File: config.mk
export PLATFORM = sky130hd
export DESIGN_NAME = inst_fetch
export DESIGN_NICKNAME = d
export VERILOG_FILES = /design/src/rtl/cpu_pkg.sv /design/src/rtl/fetch_out_reg.sv /design/src/rtl/inst_fetch.sv
export SDC_FILE = /design/constraint.sdc
export NUM_CORES = 1
export LEC_CHECK = 0
export BUFFER_PORTS_ARGS = -buffer_cell sky130_fd_sc_hd__buf_2
export CORE_AREA = 4 4 176 93
export DETAILED_ROUTE_END_ITERATION = 10
export DIE_AREA = 0 0 180 97
export GPL_ROUTABILITY_DRIVEN = 0
export PLACE_DENSITY = 0.62
export RECOVER_POWER = 100
export SETUP_SLACK_MARGIN = 0.4
export SYNTH_ARGS = -nofsm -noshare
export SYNTH_HDL_FRONTEND = slang
export SYNTH_SLANG_ARGS = --single-unit
export TNS_END_PERCENT = 30
File: constraint.sdc
create_clock -name clk -period 1.96 [get_ports clk]
set_clock_uncertainty 0.1 [all_clocks]
set_input_delay 0.098 -clock clk [delete_from_list [all_inputs] [get_ports clk]]
set_output_delay 0.098 -clock clk [all_outputs]
set_load 0.01 [all_outputs]
File: src/rtl/cpu_pkg.sv
// Shared fetch-side definitions: default widths, the NOP word and the fetch FSM encoding.
package cpu_pkg;

  localparam int unsigned ADDR_W_DEF   = 32;
  localparam int unsigned DATA_W_DEF   = 32;
  localparam logic [31:0] NOP_INST_DEF = 32'h0000_0000;

  typedef enum logic [2:0] {
    StIdle    = 3'd0,
    StReq     = 3'd1,
    StDrop    = 3'd2,
    StHold    = 3'd3,
    StErrWait = 3'd4
  } fetch_state_e;

endpackage

File: src/rtl/fetch_out_reg.sv
// Output holding register towards decode: loads a fetched word, clears valid on hand-off.
module fetch_out_reg #(
  parameter int unsigned           ADDR_W   = 32,
  parameter int unsigned           DATA_W   = 32,
  parameter logic [DATA_W-1:0]     NOP_INST = '0
) (
  input  logic              clk,
  input  logic              rst,
  input  logic              load,
  input  logic              clear,
  input  logic [DATA_W-1:0] load_inst,
  input  logic [ADDR_W-1:0] load_pc,
  input  logic              load_err,
  output logic              out_valid,
  output logic [DATA_W-1:0] out_inst,
  output logic [ADDR_W-1:0] out_pc,
  output logic              out_err
);

  always_ff @(posedge clk or negedge rst) begin
    if (!rst) begin
      out_valid <= 1'b0;
      out_inst  <= NOP_INST;
      out_pc    <= '0;
      out_err   <= 1'b0;
    end else if (load) begin
      out_valid <= 1'b1;
      out_inst  <= load_inst;
      out_pc    <= load_pc;
      out_err   <= load_err;
    end else if (clear) begin
      // Payload is left in place; only valid drops.
      out_valid <= 1'b0;
    end
  end

endmodule

File: src/rtl/inst_fetch.sv
// Instruction fetch: samples the PC, runs the imem req/ack handshake and hands words to decode.
module inst_fetch
  import cpu_pkg::*;
#(
  parameter int unsigned       ADDR_W   = ADDR_W_DEF,
  parameter int unsigned       DATA_W   = DATA_W_DEF,
  parameter logic [DATA_W-1:0] NOP_INST = DATA_W'(NOP_INST_DEF)
) (
  input  logic              clk,
  input  logic              rst,
  input  logic              en,
  input  logic              flush,
  input  logic [ADDR_W-1:0] pc,
  output logic              pc_ena,
  output logic              imem_req,
  output logic [ADDR_W-1:0] imem_addr,
  input  logic              imem_ack,
  input  logic [DATA_W-1:0] imem_rdata,
  output logic              out_valid,
  input  logic              out_ready,
  output logic [DATA_W-1:0] out_inst,
  output logic [ADDR_W-1:0] out_pc,
  output logic              out_err,
  output logic              busy
);

  fetch_state_e      state_q, state_d;
  logic [ADDR_W-1:0] addr_q, addr_d;
  logic              pc_ena_q, pc_ena_d;
  logic              ld, clr, ld_err;
  logic [DATA_W-1:0] ld_inst;
  logic [ADDR_W-1:0] ld_pc;

  always_ff @(posedge clk or negedge rst) begin
    if (!rst) begin
      state_q  <= StIdle;
      addr_q   <= '0;
      pc_ena_q <= 1'b0;
    end else begin
      state_q  <= state_d;
      addr_q   <= addr_d;
      pc_ena_q <= pc_ena_d;
    end
  end

  always_comb begin
    state_d  = state_q;
    addr_d   = addr_q;
    pc_ena_d = 1'b0;
    ld       = 1'b0;
    clr      = 1'b0;
    ld_inst  = imem_rdata;
    ld_pc    = addr_q;
    ld_err   = 1'b0;
    unique case (state_q)
      StIdle: begin
        if (en && !flush) begin
          addr_d = pc;
          if (pc[1:0] != 2'b00) begin
            // Misaligned: report straight to decode without touching memory.
            ld      = 1'b1;
            ld_inst = NOP_INST;
            ld_pc   = pc;
            ld_err  = 1'b1;
            state_d = StHold;
          end else begin
            state_d = StReq;
          end
        end
      end
      StReq: begin
        if (imem_ack) begin
          if (flush) begin
            state_d = StIdle;
          end else begin
            ld       = 1'b1;
            pc_ena_d = 1'b1;
            state_d  = StHold;
          end
        end else if (flush) begin
          state_d = StDrop;
        end
      end
      StDrop: begin
        if (imem_ack) state_d = StIdle;
      end
      StHold: begin
        if (flush) begin
          clr     = 1'b1;
          state_d = StIdle;
        end else if (out_ready) begin
          clr     = 1'b1;
          state_d = out_err ? StErrWait : StIdle;
        end
      end
      StErrWait: begin
        if (flush) state_d = StIdle;
      end
      default: state_d = StIdle;
    endcase
  end

  assign pc_ena    = pc_ena_q;
  assign imem_req  = (state_q == StReq) || (state_q == StDrop);
  assign imem_addr = addr_q;
  assign busy      = (state_q != StIdle);

  fetch_out_reg #(
    .ADDR_W  (ADDR_W),
    .DATA_W  (DATA_W),
    .NOP_INST(NOP_INST)
  ) u_out_reg (
    .clk      (clk),
    .rst      (rst),
    .load     (ld),
    .clear    (clr),
    .load_inst(ld_inst),
    .load_pc  (ld_pc),
    .load_err (ld_err),
    .out_valid(out_valid),
    .out_inst (out_inst),
    .out_pc   (out_pc),
    .out_err  (out_err)
  );

endmodule

==> run summary <==
The count of input and output buffers came out at 170. The worst endpoint required time is 2.10 ns. The clock power share came out at 0.191. Data arrives at the worst endpoint at 1.91 ns. Timing would allow up to 0.564 GHz. The top cell types in the final layout, fill and taps aside, are sky130_fd_sc_hd__nand2_1 (179), sky130_fd_sc_hd__clkbuf_1 (103), sky130_fd_sc_hd__dfrtp_1 (102). For this run, global-route usage on met1 was measured as 0.220. The clock latency of the later-clocked register in the worst-skew pair is 0.35 ns. The die covers 0.0175 mm2. The tree is rooted in a sky130_fd_sc_hd__clkbuf_16. In the global route stage, met2 resource usage came out at 0.234. The starting density of the core is 0.293.

The sequential cell area fraction in the yosys report is 0.584. The largest vdd supply drop is 524 uV. The final routed wirelength across all metal layers came out at 14400 um. The number of filler cells placed in the layout came out at 1469. The count of max-cap constraint violations is 0. The final routed wire length divided by cell count is 15.8 um.

The vias per cell came out at 4.54. The overflow left after global routing came out at 0. The total area inside the core boundary comes to 0.0149 mm2.

The total count of hold-check failures in the final report came out at 0. The remaining design rule violation count came out at 0. The total negative setup slack came out at 0 ns.

In this run the worst path has a maximum fanout of 4. The actual transition at the worst max-transition pin is 0.543 ns. The analysis attributes to cell leakage a power of 3.29 nW.

The ratio of cells with drive above 1 in the final layout came out at 0.210. In the final layout, the multi-input gates occupy 0.00175 mm2. The first-pass iteration count of the detailed router came out at 6. After clock tree synthesis, the clock-pin slew on the worst setup and hold paths is 0.08 ns. Entering global routing, the biggest net connects 103 pins. Counting flops with a built-in enable in the synthesized netlist gives 0. The area used by sequential logic in the layout came out at 0.00255 mm2.

In the global route stage, met3 resource usage came out at 0.0458. The worst setup path is of the flip-flop to flip-flop kind. The count of clock tree sinks came out at 102. The initial antenna violation count was 0.

The global-route wire length before repair came out at 22400 um. The net count after synthesis came out at 525. The proportion of total power due to net switching came out at 0.393.

The final layout net count is 773. The number of cells produced by synthesis is 455. The count of synthesis-stage warnings from yosys is 0. After layout, the design draws a total of 0.00905 W. The post-placement worst setup slack is 0.0822 ns. For this design the total switching power over the nets is 0.00355 W. The number of global-route vias before repair came out at 4282. The maximum level of the CTS H-tree came out at 3. The worst slew margin relative to its limit is 0.638.

Hold timing on the final database bottoms out at a slack of 0.0198 ns. The floorplan row count came out at 32. The CTS buffer count is 9.

The area of the mapped netlist came out at 0.00437 mm2. The setup slack of the critical path after layout is 0.188 ns. Across every metal layer, demand over resource in global routing totals 0.155. The sum of net half-perimeters after detailed placement is 8650 um.

The path class of the lowest-slack min-delay path is input port to flip-flop. The number of vias after detailed routing is 4144. The share of synthesized registers carrying an async set or reset is 1.00.

The share of total power dissipated in combinational logic is 0.399. The number of distinct library cells after synthesis came out at 37. The global routing stage identified its most utilized layer as met2. The signed area change from the synthesized netlist to the final layout came out at 53.9%.

The final number of setup-violating endpoints came out at 0. For this design the ratio of total power to cell area is 1350 mW/mm2. The portion of total power attributed to sequential cells came out at 0.410. The number of top-level pins is 171. The synthesis-stage register bit count came out at 102. The startpoint type of the worst setup path is a flip-flop.

The largest buffer count on any clock path is 2. The TritonCTS clock tree is built. The cell-internal power is 0.00550 W.

The flow ran to the end, and the final reports show no timing, DRC or antenna violations. The die width came out at 180 um. The first routing iteration left 231 violations.

The library cell used most frequently in the layout, excluding fill and tap cells, is sky130_fd_sc_hd__nand2_1. The worst setup path is captured at a flip-flop. The die is 97 um tall.

The post-synthesis average cell area came out at 9.61 um2. The dominant register cell in the synthesized netlist is sky130_fd_sc_hd__dfrtp_1. The total count of max-transition violations in the final report is 0.

The time the worst path needs with I/O delays and setup came out at 1.77 ns. Setup repair after global routing could not meet its margin everywhere. The final antenna-violating net count came out at 0. The post-route clock period utilization is 0.904.
## power groups by stage
stage,Clock [W],Sequential [W],Combinational (W)
floorplan,0,0.00403,0.00158
global placement,0,0.00364,0.00339
detailed placement,0,0.00368,0.00349
CTS,0.00179,0.00366,0.00376
global route,0.00187,0.00384,0.00403
finish,0.00173,0.00371,0.00361
## logic make-up (layout without fill, tap and decap cells)
group	after synthesis	count (layout)	synth area share
other	0	1	0
xor gates and xnor gates	1	1	0.00200
AOI/OAI and AO/OA	76	76	0.0938
DFF	102	102	0.584
muxes	35	35	0.0810
buffers and inverters	34	287	0.0438
and+or+nand+nor	207	207	0.196
## cell type report
| type | instances | share of cell area |
|---|---|---|
| clock inverter | 5 | 0.00595 |
| tap | 204 | 0.0379 |
| inverter | 4 | 0.00279 |
| multi-input combinational | 319 | 0.260 |
| antenna | 1 | 0.000372 |
| clock buffer | 11 | 0.0361 |
| timing repair buffer | 267 | 0.278 |
| sequential | 102 | 0.379 |
## per-layer routing
layer	vias to the layer above	share of wire
met4	0	0.0075
met3	9	0.060
li1	1995	-
met5	-	0
met2	145	0.43
met1	1995	0.50
## worst paths after layout
| path | from | endpoint | slack, ns | depth (start not counted) |
|---|---|---|---|---|
| worst max-delay path | state_q[2] | u_out_reg.out_pc[18] | 0.19 | 7 |
| worst min-delay path | pc[0] | u_out_reg.out_pc[0] | 0.02 | 3 |
| worst max register to register | state_q[2] | u_out_reg.out_pc[18] | 0.19 | 7 |
| worst min register to register | u_out_reg.out_valid | u_out_reg.out_valid | 0.41 | 2 |
| max in group asynchronous | rst | u_out_reg.out_pc[19] | 1.03 | 3 |
| min in group asynchronous | rst | u_out_reg.out_inst[10] | 0.31 | 3 |
## stage by stage
step                       util  instances  instance area, um2
after floorplan               -        455                4470
after global placement    0.371        813                5540
after detailed placement  0.371        813                5540
after CTS                 0.447        903                6680
after global routing      0.450        912                6730
final                     0.451        913                6730
## synthesized netlist by cell type, types with 2 or more instances
master / number / share of area
sky130_fd_sc_hd__nand2_1: 188 / 0.16
sky130_fd_sc_hd__dfrtp_1: 102 / 0.58
sky130_fd_sc_hd__a21oi_1: 34 / 0.039
sky130_fd_sc_hd__mux2i_1: 32 / 0.073
sky130_fd_sc_hd__o21ai_0: 28 / 0.032
sky130_fd_sc_hd__buf_2: 14 / 0.016
sky130_fd_sc_hd__clkbuf_1: 7 / 0.0060
sky130_fd_sc_hd__nor2_1: 6 / 0.0051
sky130_fd_sc_hd__buf_4: 4 / 0.0069
sky130_fd_sc_hd__buf_6: 4 / 0.010
sky130_fd_sc_hd__a21o_1: 3 / 0.0051
sky130_fd_sc_hd__mux2_2: 3 / 0.0077
sky130_fd_sc_hd__o21ai_1: 3 / 0.0034
sky130_fd_sc_hd__a31oi_1: 2 / 0.0029
sky130_fd_sc_hd__inv_1: 2 / 0.0017
sky130_fd_sc_hd__nor2b_1: 2 / 0.0029
## registers in the layout (all words and copies together), names as in the netlist
| signal | flops |
|---|---|
| state_q | 3 |
| u_out_reg.out_pc | 32 |
| pc_ena | 1 |
| u_out_reg.out_err | 1 |
| u_out_reg.out_inst | 32 |
| u_out_reg.out_valid | 1 |
| imem_addr | 32 |
## worst max-delay path, stage by stage (launching register included)
cell,delay (ns)
sky130_fd_sc_hd__dfrtp_1,0.44
sky130_fd_sc_hd__nor3_4,0.23
sky130_fd_sc_hd__inv_2,0.06
sky130_fd_sc_hd__nor4b_2,0.29
sky130_fd_sc_hd__buf_6,0.20
sky130_fd_sc_hd__buf_12,0.14
sky130_fd_sc_hd__clkbuf_16,0.14
sky130_fd_sc_hd__o21ai_0,0.07
## timing repair
| action | CTS | global route |
|---|---|---|
| endpoints found under the setup margin | 100 | 103 |
| hold buffers | 64 | 0 |
| buffers inserted | 6 | 5 |
| endpoints found under the hold margin | 196 | 0 |
| pin swaps | 2 | 12 |
| resized for setup | 12 | 46 |
| cloned | 4 | 4 |
Note: power is estimated with default switching activity, not from simulation.
